==> config.mk <==
export PLATFORM = sky130hd
export DESIGN_NAME = tff_count_ctrl_flat
export DESIGN_NICKNAME = d
export VERILOG_FILES = /design/src/rtl/tff_count_ctrl_if.sv /design/src/rtl/tff_count_ctrl.sv /design/src/flat_wrapper.sv
export SDC_FILE = /design/constraint.sdc
export NUM_CORES = 1
export LEC_CHECK = 0
export ABC_CLOCK_PERIOD_IN_PS = 2000
export CORE_MARGIN = 2
export CORE_UTILIZATION = 40
export DETAILED_ROUTE_END_ITERATION = 7
export PLACE_DENSITY = 0.72
export SKIP_CTS_REPAIR_TIMING = 1
export SYNTH_ARGS = -nofsm -noshare
export SYNTH_HDL_FRONTEND = slang
export SYNTH_SLANG_ARGS = --single-unit
export TNS_END_PERCENT = 20
==> constraint.sdc <==
create_clock -name clk -period 2 [get_ports clk]
set_input_delay 0.2 -clock clk [delete_from_list [all_inputs] [get_ports clk]]
set_output_delay 0.2 -clock clk [all_outputs]
set_load 0.01 [all_outputs]
==> src/rtl/tff_count_ctrl_if.sv <==
// Handshake bundle between the interval-counter sequencer and its user.
// The master drives the controls; the slave returns mask, count and status.
interface tff_count_ctrl_if #(
   parameter int WIDTH = 4
);
   logic             start;
   logic [WIDTH-1:0] target;
   logic             hold;
   logic             abort;
   logic             ack;
   logic [WIDTH-1:0] t_vec;
   logic [WIDTH-1:0] count;
   logic             busy;
   logic             done;

   modport master (
      output start, target, hold, abort, ack,
      input  t_vec, count, busy, done
   );

   modport slave (
      input  start, target, hold, abort, ack,
      output t_vec, count, busy, done
   );
endinterface

==> src/rtl/tff_count_ctrl.sv <==
// Sequencer for a T flip-flop bank used as a programmable up-counter.
// Define TFF_AUTO_RELOAD_EN to restart automatically after each done.
module tff_count_ctrl #(
   parameter int WIDTH = 4
) (
   input logic          clk,
   input logic          rst,
   tff_count_ctrl_if.slave bus
);

   typedef enum logic [1:0] {
      IDLE = 2'd0,
      RUN  = 2'd1,
      HOLD = 2'd2,
      DONE = 2'd3
   } state_t;

   state_t           state;
   state_t           state_n;
   logic [WIDTH-1:0] count;
   logic [WIDTH-1:0] count_n;
   logic [WIDTH-1:0] target_l;
   logic [WIDTH-1:0] target_n;
   logic [WIDTH-1:0] carry;
   logic [WIDTH-1:0] t_vec;
   logic             active;
   logic             busy;
   logic             done;

   // Ripple-AND carry: bit i toggles when all lower bits are one.
   always_comb begin
      carry    = '0;
      carry[0] = 1'b1;
      for (int i = 1; i < WIDTH; i++) begin
         carry[i] = carry[i-1] & count[i-1];
      end
      active = (state == RUN) && !bus.hold && !bus.abort
               && (count != target_l);
      t_vec  = active ? carry : '0;
   end

   always_comb begin
      state_n  = state;
      count_n  = count ^ t_vec;
      target_n = target_l;
      unique case (state)
         IDLE: begin
            count_n = '0;
            if (bus.start) begin
               state_n  = RUN;
               target_n = bus.target;
            end
         end
         RUN: begin
            if (bus.abort) begin
               state_n = IDLE;
               count_n = '0;
            end else if (count == target_l) begin
               state_n = DONE;
            end else if (bus.hold) begin
               state_n = HOLD;
            end
         end
         HOLD: begin
            if (bus.abort) begin
               state_n = IDLE;
               count_n = '0;
            end else if (!bus.hold) begin
               state_n = RUN;
            end
         end
         DONE: begin
`ifdef TFF_AUTO_RELOAD_EN
            count_n = '0;
            state_n = bus.abort ? IDLE : RUN;
`else
            if (bus.ack || bus.abort) begin
               state_n = IDLE;
               count_n = '0;
            end
`endif
         end
         default: begin
            state_n = IDLE;
            count_n = '0;
         end
      endcase
   end

   always_ff @(posedge clk) begin
      if (rst) begin
         state    <= IDLE;
         count    <= '0;
         target_l <= '0;
         busy     <= 1'b0;
         done     <= 1'b0;
      end else begin
         state    <= state_n;
         count    <= count_n;
         target_l <= target_n;
         busy     <= (state_n == RUN) || (state_n == HOLD);
         done     <= (state_n == DONE);
      end
   end

   assign bus.t_vec = t_vec;
   assign bus.count = count;
   assign bus.busy  = busy;
   assign bus.done  = done;

endmodule

==> src/flat_wrapper.sv <==
// flat-port wrapper written by rule: the top's interface ports become plain ports
module tff_count_ctrl_flat 
#(
   parameter int WIDTH = 4
)
  (clk, rst, bus_start, bus_target, bus_hold, bus_abort, bus_ack, bus_t_vec, bus_count, bus_busy, bus_done);
  tff_count_ctrl_if #(.WIDTH(WIDTH)) bus_i ();
  input logic clk;
  input logic rst;
  input wire logic [$bits(bus_i.start)-1:0] bus_start;
  input wire logic [$bits(bus_i.target)-1:0] bus_target;
  input wire logic [$bits(bus_i.hold)-1:0] bus_hold;
  input wire logic [$bits(bus_i.abort)-1:0] bus_abort;
  input wire logic [$bits(bus_i.ack)-1:0] bus_ack;
  output wire logic [$bits(bus_i.t_vec)-1:0] bus_t_vec;
  output wire logic [$bits(bus_i.count)-1:0] bus_count;
  output wire logic [$bits(bus_i.busy)-1:0] bus_busy;
  output wire logic [$bits(bus_i.done)-1:0] bus_done;
  assign bus_i.start = bus_start;
  assign bus_i.target = bus_target;
  assign bus_i.hold = bus_hold;
  assign bus_i.abort = bus_abort;
  assign bus_i.ack = bus_ack;
  assign bus_t_vec = bus_i.t_vec;
  assign bus_count = bus_i.count;
  assign bus_busy = bus_i.busy;
  assign bus_done = bus_i.done;
  tff_count_ctrl #(.WIDTH(WIDTH)) u_core (.clk(clk), .rst(rst), .bus(bus_i));
endmodule
# ---- Word level (Yosys, flattened, before mapping)
# Index checks and enable logic that the tools add are counted.
dict set report totals {
  out_inout_bits 10
  ff_bits 12
  inputBits 10
  word_cells 38
}
dict set report op_classes {
  muxes 12
  eq_ne 8
  n_bitwise 3
  reduce_logical 10
}
# operator count
set op_table {}
lappend op_table {{$mux 2} 7}
lappend op_table {{$mux 4} 3}
lappend op_table {{$pmux 4 s3} 1}
lappend op_table {{$eq 2x2->1 const B} 4}
lappend op_table {{$pmux 2 s4} 1}
lappend op_table {{$eq 2x1->1 const B} 2}
lappend op_table {{$eq 4x4->1} 1}
lappend op_table {{$ne 4x4->1} 1}
lappend op_table {{$xor 4x4->4} 1}
lappend op_table {{$logic_and 1x1->1} 3}
lappend op_table {{$and 1x1->1} 2}
lappend op_table {{$logic_not 1->1} 2}
lappend op_table {{$logic_not 2->1} 1}
lappend op_table {{$logic_or 1x1->1} 2}
lappend op_table {{$reduce_and 2->1} 1}
lappend op_table {{$reduce_or 2->1} 1}

# ---- Depth between registers and ports, before layout
# Gate-level depths: netlist (run 1).
dict set report depth {
  ltp_word 8
  ltp_mapped 8
  depth_no_buf 8
}

# ---- Worst setup path before layout (run 1)
# No wires, ideal clock.
dict set report synth_path {
  path_type {reg-to-reg}
  start {register u_core.count[0] (netlist: u_core.bus.count[0])}
  end {register u_core.busy (netlist: u_core.bus.busy)}
  period_less_slack_ns 1.724
  setup_slack_ns 0.276
  n_path_buf 0
  stages_incl_launch_ff 7
  setup_ns 0.127
  arrival_ns 1.598
  t_required_ns 1.873
  cell_sequence {dfxtp_1 > xor2_1 > nor4_1 > a31oi_1 > a22oi_1 > ha_1 > nor2b_1}
}
dict set report synth_via {
  elab_chain_len 6
  elab_cells_between_ends 7
  cone_classes {3 x eq/ne; 3 x mux; 1 x reduce/logical}
}
# element line
set synth_lines {}
lappend synth_lines {{from (decl)} tff_count_ctrl.sv:20} ;# logic [WIDTH-1:0] count;
lappend synth_lines {{from (signal assigned)} tff_count_ctrl.sv:99} ;# count <= count_n;
lappend synth_lines {{$eq 4x4->1 *} tff_count_ctrl.sv:58} ;# end else if (count == target_l) begin
lappend synth_lines {{$mux 2 *} tff_count_ctrl.sv:58}
lappend synth_lines {{$mux 2 *} tff_count_ctrl.sv:55} ;# if (bus.abort) begin
lappend synth_lines {{$pmux 2 s4 *} tff_count_ctrl.sv:46} ;# unique case (state)
lappend synth_lines {{named net u_core.state_n[1]} tff_count_ctrl.sv:19} ;# state_t state_n;
lappend synth_lines {{$eq 2x1->1 / $eq 2x2->1 (equally long branches)} tff_count_ctrl.sv:101} ;# busy <= (state_n == RUN) || (state_n == HOLD);
lappend synth_lines {{$logic_or 1x1->1 *} tff_count_ctrl.sv:101}
lappend synth_lines {{to (signal assigned)} tff_count_ctrl.sv:101}
lappend synth_lines {{to (decl)} tff_count_ctrl.sv:27} ;# logic busy;
# The timed path passes the listed nets; every way through them passes the cells marked *.
# A chain may end at the register's enable or synchronous reset.

# ---- Worst setup path after layout (run 1)
dict set report layout_path {
  start {register u_core.target_l[1]}
  end {output bus_t_vec[0]}
}
dict set report layout_via {
  elab_chain_len 3
}
# element line
set layout_lines {}
lappend layout_lines {{from (decl)} tff_count_ctrl.sv:22} ;# logic [WIDTH-1:0] target_l;
lappend layout_lines {{from (signal assigned)} tff_count_ctrl.sv:100} ;# target_l <= target_n;
lappend layout_lines {{$ne 4x4->1} tff_count_ctrl.sv:38} ;# && (count != target_l);
lappend layout_lines {{$logic_and 1x1->1} tff_count_ctrl.sv:38}
lappend layout_lines {{$mux 4} tff_count_ctrl.sv:39} ;# t_vec = active ? carry : '0;
lappend layout_lines {{to (decl)} flat_wrapper.sv:15} ;# output wire logic [$bits(bus_i.t_vec)-1:0] bus_t_vec;
# Every way passes these cells.

==> qor.txt, run 1 <==
top post-synthesis cells by area: dfxtp_1, ha_1, a21oi_1
Max FO, Critical Path: 3
Leak: 0.4953 nW
worst-margin pin slew: 0.4465 ns
Worst Slack Setup Final: -0.1353 ns
failing checks: negative setup slack
Mapped Area: 706.9 um^2
total of max-cap violations: 0
Slew Limit Fails: 0
Final Hold Violating Endpoints: 0
WP buf/inv: 3
HP Class: register to register
Post-Syn Area per Cell: 8.948 um^2
distinct cell type count after synthesis: 26
PD cells: 985.5 nW/um^2
Initial DRC Count: 5
crit path cell chain: xor2_2 -> o41ai_4 -> inv_1 -> buf_4 -> clkdlybuf4s50_1
FMAX: 0.4683 GHz
startpoint types: register
worst vdd ir: 0.7009 mV
CP Capture Type: output pin
ANT cells: 0
fillcell total: 141
placer congestion estimate: 0.7568
DP Wirelength: 1.178 mm
#FFs+latches synth: 12
pin count of the biggest net entering global routing: 10
critical path arrival: 1.94 ns
Root Buffer: clkbuf_4
H-tree levels: 1
Post-Syn Nets: 96
sequential share of the synthesized area: 0.3398
Core ar.: 1689 um^2
gr ovfl total: 0
DRC Markers: 0
via count: 660
Nets: 131
Clock Latency Late Sink: 0.27 ns
share of layout cells above drive strength 1: 0.1947
Async SR Flop Fraction: 0
Setup Viol. Count Final: 1
Min Clock Period, post-route: 2.135 ns
I/O pin cnt: 20
antenna viol nets, final: 0
clock-pin slew on the worst setup and hold paths: 0.08 ns
initial antenna violation count: 0
RSZ-0062 raised after global routing: yes
CP max-delay cell: clkdlybuf4s50_1
crit share post-route: 1.068
Crit Path Class: register to output pin
Psw: 0.3762 mW
drt pass-1 iters: 3
Total Die Area: 2120 um^2
first-pass GRT wire length: 2.270 mm
I/O Buffers: 19
cell-internal power: 0.6634 mW
CTS Sinks: 12
Ys Warns: 0
CP Data Required Time: 1.80 ns
number of global-route vias before repair: 557
EDFF count, synth: 0
Top delay family on crit path: buffers and inverters
die height: 46.04 um
FP Rows: 15
CP max stage delay: 0.46 ns
CTS Buf Count: 3
final wirelength: 1.454 mm
Total Routing Usage GR: 0.1551
Rel. slew slack: 0.6992
clock share of power: 0.185
Flop pwr share: 0.310
Starting Density: 0.4185
Net Sw Frac: 0.3619
area grow syn2layout: 49.20%
outcome: complete, but fails checks
top cell type's share of synthesized area: 0.3398
most frequent cell after synthesis: dfxtp_1
CTS max path bufs: 2
Final Skew: 0.003955 ns
CTS tree: done
total power draw: 1.040 mW
Non-Filler Instances: 130
cells after synthesis: 79
Most used DFF post-synth: dfxtp_1
Combinational Power Share: 0.505
Die X: 46.04 um
DR WL/cell: 11.18 um
via/cell ratio: 5.077
placed cell count: 124
commonest cells in the netlist: dfxtp_1, a21oi_1, ha_1
cell taking the most area after synthesis: dfxtp_1
-- layer usage --
layer,vias to the layer above,GRT usage,wire length (um)
li1,340,-,-
met1,306,0.1851,632
met2,12,0.2444,752
met3,2,0.04762,56
met4,0,0.08571,13
met5,-,0,0
-- stage by stage --
stage                     hold slack, ns  instance area, um^2  TNS [ns]    util  worst slack [ns]
final                             0.4768                 1055   -0.1353  0.6244           -0.1353
after global routing              0.4845                 1055   -0.2285  0.6244           -0.2285
after CTS                         0.4782                 1026   -0.7720  0.6074           -0.3099
after detailed placement          0.4671                989.7  -0.07660  0.5859          -0.07660
after global placement            0.4631                989.7  -0.03880  0.5859          -0.03880
after floorplan                   0.3475                706.9         0       -            0.2756
-- final cells by class --
cell class | count | area, um^2 | share of cell area
multi-input combinational | 60 | 442.9 | 0.4199
timing repair buffer | 32 | 295.3 | 0.2800
sequential | 12 | 240.2 | 0.2278
clock buffer | 4 | 36.28 | 0.03440
tap | 17 | 21.27 | 0.02017
inverter | 5 | 18.77 | 0.01779
-- flip-flops by register name, summed over array words and instances (netlist names) --
signal            count
u_core.bus.busy       1
u_core.bus.count      4
u_core.bus.done       1
u_core.state          2
u_core.target_l       4
-- power groups by stage --
stage               clock (mW)  sequential [mW]  combinational (mW)
floorplan                    0            0.344               0.317
global placement             0            0.327               0.491
detailed placement           0            0.328               0.503
CTS                      0.200            0.322               0.508
global route             0.213            0.329               0.593
finish                   0.192            0.322               0.525
-- kinds of logic (layout without fill, tap and decap cells) --
| kind of cell | after synthesis | in the layout | share of synthesized area |
|---|---|---|---|
| AOI/OAI and AO/OA | 21 | 21 | 0.2018 |
| buffers and inverters | 7 | 41 | 0.04248 |
| and+or+nand+nor | 27 | 27 | 0.2088 |
| DFF | 12 | 12 | 0.3398 |
| adders and majority gates | 7 | 7 | 0.1239 |
| xor gates and xnor gates | 5 | 5 | 0.08319 |
-- cells in the final DEF, fill, tap and decap left out, types with 2 or more instances in the layout --
cell type        instances
or3_1                    2
clkdlybuf4s50_1         16
xor2_2                   2
ha_1                     7
xor2_1                   2
nor2_1                   5
dlymetal6s2s_1           3
dfxtp_1                 12
o21a_1                   2
nand3_1                  5
inv_1                    5
buf_4                   13
o21ai_1                  2
nor2b_1                  4
clkbuf_4                 3
nand2_1                  6
o21ai_0                  3
a21oi_1                  9
-- final timing paths --
kind                            from                  to  slack [ns]  cells past startpoint
setup reg to reg     u_core.state[0]     u_core.bus.busy        0.14                      9
setup / recovery  u_core.target_l[1]        bus_t_vec[0]       -0.14                      5
hold reg to reg   u_core.target_l[3]  u_core.target_l[3]        0.48                      2
hold / removal    u_core.target_l[3]  u_core.target_l[3]        0.48                      2
-- worst reg2reg max path: cells and delay by family (launching register included) --
| kind | cells | cell delay, ns |
|---|---|---|
| adder cells (fa/ha/maj) | 2 | 0.53 |
| AO/OA/AOI/OAI | 3 | 0.46 |
| AND/OR/NAND/NOR | 2 | 0.18 |
| flip-flops | 1 | 0.38 |
| buffers and inverters | 2 | 0.21 |
No activity file was read; power rests on OpenSTA's default activity.
==> run 2, diff against run 1 <==
- DONT_BUFFER_PORTS: default -> 1
- PLACE_DENSITY: 0.72 -> 0.57
==> run 2 against run 1 <==
Net effect:
- the run ends with negative hold slack left
- via count down 12%
- worst setup slack better by 0.25 ns
- combinational power down 19%
- non-clock buffer count down 24
- utilization down 14 points
- clock power down 24%
- flip-flop and latch count unchanged
- hold slack worse by 0.48 ns
- wire length up 0.28%
- die area unchanged
- largest cell class unchanged
- largest power group unchanged
- highest routed layer is now met3
==> qor.txt, run 2 (synthesis results as in run 1) <==
Clock Latency Late Sink: 0.26 ns
worst vdd ir: 0.5701 mV
clock-pin slew on the worst setup and hold paths: 0.07 ns
worst reg2reg setup slack: 0.11 ns
FMAX: 0.5302 GHz
antenna viol nets, final: 0
area grow syn2layout: 16.81%
Final Skew: 0.001140 ns
Min Hold Slack: -0.005904 ns
Total Routing Usage GR: 0.1388
top flop regs: u_core.bus.count (4), u_core.target_l (4), u_core.state (2)
Final Hold Violating Endpoints: 3
Initial DRC Count: 15
Starting Density: 0.4185
total of max-cap violations: 0
placer congestion estimate: 0.7646
die height: 46.04 um
Root Buffer: clkbuf_4
CTS max path bufs: 2
I/O pin cnt: 20
Rel. slew slack: 0.6775
drt pass-1 iters: 4
Slew Limit Fails: 0
most common cell after layout, fill and taps aside: dfxtp_1
Nets: 107
outcome: complete, but fails checks
Core ar.: 1689 um^2
number of global-route vias before repair: 536
startpoint types: register
DR WL/cell: 13.89 um
first-pass GRT wire length: 2.063 mm
fillcell total: 166
ANT cells: 0
initial antenna violation count: 0
pin count of the biggest net entering global routing: 10
Crit Path Class: register to register
commonest non-fill, non-tap cells in the layout: dfxtp_1, a21oi_1, nand2_1
worst-margin pin slew: 0.4786 ns
RSZ-0062 raised after global routing: no
post-route setup TNS: 0 ns
CTS tree: done
failing checks: negative hold slack
Total Die Area: 2120 um^2
Setup Viol. Count Final: 0
H-tree levels: 1
crit share post-route: 0.9430
I/O Buffers: 0
PD cells: 1121 nW/um^2
gr ovfl total: 0
Leak: 0.3400 nW
DP Wirelength: 1.049 mm
Min Clock Period, post-route: 1.886 ns
Max FO, Critical Path: 4
share of layout cells above drive strength 1: 0.1591
total power draw: 0.9256 mW
DRC Markers: 0
via count: 581
CTS Sinks: 12
CTS Buf Count: 3
CP Data Required Time: 2.17 ns
FP Rows: 15
CP Capture Type: register
final wirelength: 1.458 mm
critical path arrival: 2.05 ns
HP Class: input port to register
via/cell ratio: 5.533
Die X: 46.04 um
-- run 2: cell types whose count changed in the layout (fill, tap and decap cells not counted), moves of 2 or more --
| cell | before | now |
|---|---|---|
| buf_4 | 13 | 4 |
| clkdlybuf4s50_1 | 16 | 0 |
| dlygate4sd3_1 | 0 | 4 |
| dlymetal6s2s_1 | 3 | 0 |
| ha_1 | 7 | 5 |
| o21ai_0 | 3 | 5 |
| o21ai_1 | 2 | 0 |
-- run 2: path summary, 6_finish.rpt --
kind / endpoint / startpoint / depth (start not counted)
worst max-delay path: u_core.bus.busy / u_core.bus.count[3] / 6
worst min-delay path: u_core.bus.busy / rst / 1
worst max register to register: u_core.bus.busy / u_core.bus.count[3] / 6
worst min register to register: u_core.bus.count[3] / u_core.bus.count[3] / 2
-- run 2: layout make-up --
cell class	count	area, um^2	area share
flip-flops and latches	12	241.5	0.2924
repair buffers	8	70.07	0.08485
multi-input cells	60	451.7	0.5470
clock buffers	3	22.52	0.02727
inverters	5	18.77	0.02273
well taps	17	21.27	0.02576
-- run 2: power breakdown --
group | internal [mW] | total (mW) | leakage [nW] | switching [mW]
sequential | 0.295 | 0.357 | 0.0983 | 0.0622
combinational | 0.203 | 0.423 | 0.228 | 0.220
clock | 0.0695 | 0.145 | 0.0138 | 0.0757
-- run 2: per-stage QoR --
stage | worst slack [ns] | hold slack (ns) | instances | util | instance area [um^2]
4_1_cts | 0.03974 | -0.01544 | 100 | 0.4511 | 762.0
5_1_grt | 0.001160 | -0.02677 | 105 | 0.4889 | 825.8
2_1_floorplan | 0.2756 | 0.3475 | 79 | - | 706.9
3_5_place_dp | 0.1533 | 0.2727 | 97 | 0.4378 | 739.5
6_report | 0.1140 | -0.005904 | 105 | 0.4889 | 825.8
3_3_place_gp | 0.1629 | 0.2704 | 97 | 0.4378 | 739.5
-- run 2: metal layers --
layer  track usage  up-vias  share of wire
li1              -      293              -
met4       0.05143        0              0
met1        0.1487      269           0.42
met2        0.2389       19           0.51
met5             0        -              0
met3       0.05952        0          0.070
-- run 2: critical path, stage by stage (launching register included) --
cell and delay, ns:
dfxtp_1 0.43, xor2_1 0.31, nor4_1 0.12, a31oi_1 0.34, a22oi_1 0.16, ha_1 0.30
nor2b_1 0.12
==> run 3, diff against run 2 <==
- CORE_UTILIZATION: 40 -> 52
- PLACE_DENSITY: 0.57 -> 0.7
==> run 3 against run 2 <==
Net effect:
- the flow now finishes without violations
- power grew 0.75%
- hold slack better by 0.078 ns
- critical path depth unchanged
- sequential power is 2% lower
==> qor.txt, run 3 (synthesis results as in run 1) <==
outcome: complete, no violations
CTS Buf Count: 3
Nets: 105
worst vdd ir: 0.5372 mV
Starting Density: 0.5501
Total Routing Usage GR: 0.1710
CTS tree: done
Total Die Area: 1670 um^2
placer congestion estimate: 0.6886
FP Rows: 13
number of global-route vias before repair: 446
Worst Hold Launch: bus_target[0]
total power draw: 0.9326 mW
CP Capture Type: register
DP Wirelength: 1.009 mm
drt pass-1 iters: 4
Setup Viol. Count Final: 0
DRC Markers: 0
Core ar.: 1285 um^2
initial antenna violation count: 0
Rel. slew slack: 0.6710
clock-pin slew on the worst setup and hold paths: 0.08 ns
Combinational Power Share: 0.418
clock share of power: 0.209
antenna viol nets, final: 0
CP max-delay cell: dfxtp_1
H-tree levels: 1
FF-to-FF Start: u_core.bus.count[3]
Die X: 40.87 um
total of max-cap violations: 0
fin util: 0.6300
Slew Limit Fails: 0
Worst R2R End: u_core.bus.busy
first-pass GRT wire length: 1.773 mm
FMAX: 0.5339 GHz
Max FO, Critical Path: 4
startpoint types: register
CP max stage delay: 0.43 ns
Crit Path Class: register to register
Initial DRC Count: 4
Net Sw Frac: 0.3721
CTS max path bufs: 2
Psw: 0.3470 mW
met2 usage: 0.2930
fillcell total: 111
final wirelength: 1.317 mm
share of layout cells above drive strength 1: 0.1609
met1 usage in global routing: 0.1738
via/cell ratio: 5.588
cell-internal power: 0.5856 mW
grt peak-use layer: met2
via count: 570
met3 GRT Util: 0.04891
most common cell after layout, fill and taps aside: dfxtp_1
Hold EP: u_core.target_l[0]
Flop pwr share: 0.374
Root Buffer: clkbuf_4
Min Clock Period, post-route: 1.873 ns
Clock Latency Late Sink: 0.27 ns
Leak: 0.3329 nW
crit path cell chain: xor2_1 -> nor4_1 -> a31oi_1 -> a22oi_1 -> ha_1 -> nor2b_1
CTS Sinks: 12
commonest non-fill, non-tap cells in the layout: dfxtp_1, a21oi_1, nand2_1
PD cells: 1152 nW/um^2
hold depth: 2
worst-margin pin slew: 0.4883 ns
gr ovfl total: 0
I/O Buffers: 0
area grow syn2layout: 14.51%
worst reg2reg setup slack: 0.13 ns
Final Hold Violating Endpoints: 0
R2R depth: 6
top flop regs: u_core.bus.count (4), u_core.target_l (4), u_core.state (2)
DR WL/cell: 12.91 um
CP Data Required Time: 2.16 ns
critical path arrival: 2.03 ns
die height: 40.87 um
I/O pin cnt: 20
pin count of the biggest net entering global routing: 10
HP Class: input port to register
crit share post-route: 0.9365
ANT cells: 0
Final Skew: 0.002340 ns
run 3: cell count changes in the layout (fill, tap and decap cells not counted):
cell           change
buf_4              -1
clkbuf_8           +1
ha_4               -1
ha_2               +1
dlygate4sd3_1      -1
run 3: power groups by stage:
stage | clock network (mW) | logic [mW] | registers [mW]
final | 0.194 | 0.389 | 0.349
after detailed placement | 0 | 0.374 | 0.356
after CTS | 0.199 | 0.376 | 0.350
after floorplan | 0 | 0.317 | 0.344
after global routing | 0.206 | 0.450 | 0.355
after global placement | 0 | 0.369 | 0.353
run 3: cell type report:
class | count | area, um^2 | area share
Multi-Input combinational cell | 60 | 441.7 | 0.5456
Timing Repair Buffer | 6 | 52.55 | 0.06492
Sequential cell | 12 | 241.5 | 0.2983
Clock buffer | 4 | 36.28 | 0.04482
Inverter | 5 | 18.77 | 0.02318
Tap cell | 15 | 18.77 | 0.02318
run 3: routing by layer:
metal | up-vias | wire length (um)
met3 | 2 | 69
li1 | 291 | -
met1 | 269 | 553
met2 | 8 | 681
met4 | 0 | 13
met5 | - | 0
run 3: worst max-delay path by stage:
stage,from,end,cells past startpoint
global route,u_core.bus.count[3],u_core.bus.busy,6
global placement,u_core.bus.count[3],u_core.bus.busy,6
finish,u_core.bus.count[3],u_core.bus.busy,6
detailed placement,u_core.bus.count[3],u_core.bus.count[1],6
CTS,u_core.bus.count[3],bus_t_vec[1],4
floorplan,u_core.bus.count[0],u_core.bus.busy,6
run 3: critical path: cells and delay by family, from the launching register on:
kind | cells | cell delay [ns]
AO/OA/AOI/OAI | 2 | 0.47
XOR/XNOR | 1 | 0.31
adder cells (fa/ha/maj) | 1 | 0.30
flip-flops | 1 | 0.43
AND/OR/NAND/NOR | 2 | 0.24
run 3: through the flow:
stage	std cells	hold slack, ns	instance area (um^2)	TNS (ns)	setup slack [ns]
after global routing	102	0.07957	809.5	-0.0001823	-0.0001823
after floorplan	79	0.3475	706.9	0	0.2756
final	102	0.07220	809.5	0	0.1269
after CTS	99	-0.01842	773.2	0	0.02984
after global placement	95	0.2704	737.0	0	0.1777
after detailed placement	95	0.2730	737.0	0	0.1768
==> RTL change: new RTL, flow settings as in run 3 <==
`WIDTH` is set to 4 in 3 places; all go to 3.
--- a/src/rtl/tff_count_ctrl_if.sv
+++ b/src/rtl/tff_count_ctrl_if.sv
@@ -1,7 +1,7 @@
 // Handshake bundle between the interval-counter sequencer and its user.
 // The master drives the controls; the slave returns mask, count and status.
 interface tff_count_ctrl_if #(
-   parameter int WIDTH = 4
+   parameter int WIDTH = 3
 );
    logic             start;
    logic [WIDTH-1:0] target;
--- a/src/rtl/tff_count_ctrl.sv
+++ b/src/rtl/tff_count_ctrl.sv
@@ -1,7 +1,7 @@
 // Sequencer for a T flip-flop bank used as a programmable up-counter.
 // Define TFF_AUTO_RELOAD_EN to restart automatically after each done.
 module tff_count_ctrl #(
-   parameter int WIDTH = 4
+   parameter int WIDTH = 3
 ) (
    input logic          clk,
    input logic          rst,
--- a/src/flat_wrapper.sv
+++ b/src/flat_wrapper.sv
@@ -1,7 +1,7 @@
 // flat-port wrapper written by rule: the top's interface ports become plain ports
 module tff_count_ctrl_flat 
 #(
-   parameter int WIDTH = 4
+   parameter int WIDTH = 3
 )
   (clk, rst, bus_start, bus_target, bus_hold, bus_abort, bus_ack, bus_t_vec, bus_count, bus_busy, bus_done);
   tff_count_ctrl_if #(.WIDTH(WIDTH)) bus_i ();
Ports: changed (resized bus_count, bus_t_vec and bus_target); port bits go from 20 to 17. No check against the original RTL was run, so the function may have changed too.
==> RTL change against run 3 <==
The flow now finishes with violations (negative hold slack); area after synthesis down 15%; global-route usage grew 0.51 points; sequential cell count fell by 2; worst setup slack improved by 59 ps; design area fell by 15%; routed wire length is 10% lower; critical path type unchanged; critical endpoint unchanged.
Power is not compared: it rests on default switching activity, and its combinational part moved more than twofold at a synthesized area within 25%.
==> RTL change: results (changes against run 3) <==
- Syn Area/Cell: 8.85 sq um (-1.1%)
- Vias in the first global route: 447 (+0.22%)
- Cell variety after synth: 27 (+3.8%)
- Fmax: 0.551 GHz (+3.3%)
- Launch point of the worst reg-to-reg path: u_core.state[0]$_SDFF_PP0_
- WL final: 1.18 mm (-10%)
- Final layout net count: 93 (-11%)
- Inverters: 4 (-1)
- Total core area: 0.00110 sq mm (-15%)
- Iter 0 DRT Violations: 7 (+3)
- FF/Latch Area: 200 sq um (-17%)
- Multi-input gate share of the layout cell area: 55.0% (+0.41 points)
- Signal buf overhead: 6.15% (-0.34 points)
- Final Wtd Congestion: 0.873 (+27%)
- Final hold slack: -4.64 ps (-76.8 ps)
- Status: complete, but fails checks
- Seq/Total Area, Yosys: 33.3% (-0.72 points)
- Top cells by count, synth: dfxtp_1, ha_1, a21oi_1, nand2_1
- Final clock-cell share: 5.24% (+0.76 points)
- Fill cell count: 99 (-11%)
- Multi-input comb cells: 53 (-12%)
- Violated checks: negative hold slack
- Dpl ws: 210 ps (+33.0 ps)
- Placement Cell Area: 634 sq um (-14%)
- Sequential share of cell area: 28.9% (-0.90 points)
- Clock Skew: 1.87 ps (-0.473 ps)
- Total GRT Usage: 17.6% (+0.51 points)
- Share of layout cells above drive strength 1: 15.8% (-0.30 points)
- Bufs w/o clock: 5 (-1)
- Hold Fails Final Rpt: 1 (+1)
## RTL change: cell count changes after synthesis, moves of 2 or more
cell / run 3 / this run
nand3_1: 5 / 3
dfxtp_1: 12 / 10
o21ai_0: 5 / 3
nor2_1: 5 / 3
nor3_1: 1 / 3
xor2_2: 2 / 0
a21oi_1: 9 / 6
## RTL change: cell families (layout without fill, tap and decap cells)
logic type	after synthesis	after routing	share of synthesized area (%)
and+or+nand+nor	27	27	25.6
AOI/OAI and AO/OA	15	15	17.0
DFF	10	10	33.3
adders and majority gates	7	7	14.6
buffers and inverters	5	13	3.74
xor gates and xnor gates	4	4	5.82
## RTL change: worst max-delay path, delay by kind of cell (launching register included)
| family | cells | cell delay, ps |
|---|---|---|
| DFF | 1 | 350 |
| AOI/OAI and AO/OA | 2 | 610 |
| buffers and inverters | 1 | 130 |
| adders and majority gates | 2 | 420 |
| and+or+nand+nor | 2 | 200 |
## RTL change: layer usage
metal,track usage (%),part of all wire [%]
met2,33.1,49
met4,2.68,0.85
met5,0,0
met1,18.7,41
met3,6.40,8.9
## RTL change: worst paths after layout
check / end / depth (start not counted)
max: u_core.bus.busy$_SDFF_PP0_ / 7
min: u_core.bus.done$_SDFF_PP0_ / 1
min reg2reg: u_core.target_l[1]$_SDFFE_PP0P_ / 2
max reg2reg: u_core.bus.busy$_SDFF_PP0_ / 7
## RTL change: power breakdown
group          total (W)  internal [W]  leakage (nW)  switching, W
clock network   0.000182      0.000110        0.0210     0.0000719
logic          0.0000843     0.0000361         0.184     0.0000482
registers       0.000221      0.000211        0.0816     0.0000102
total           0.000488      0.000357         0.287      0.000130
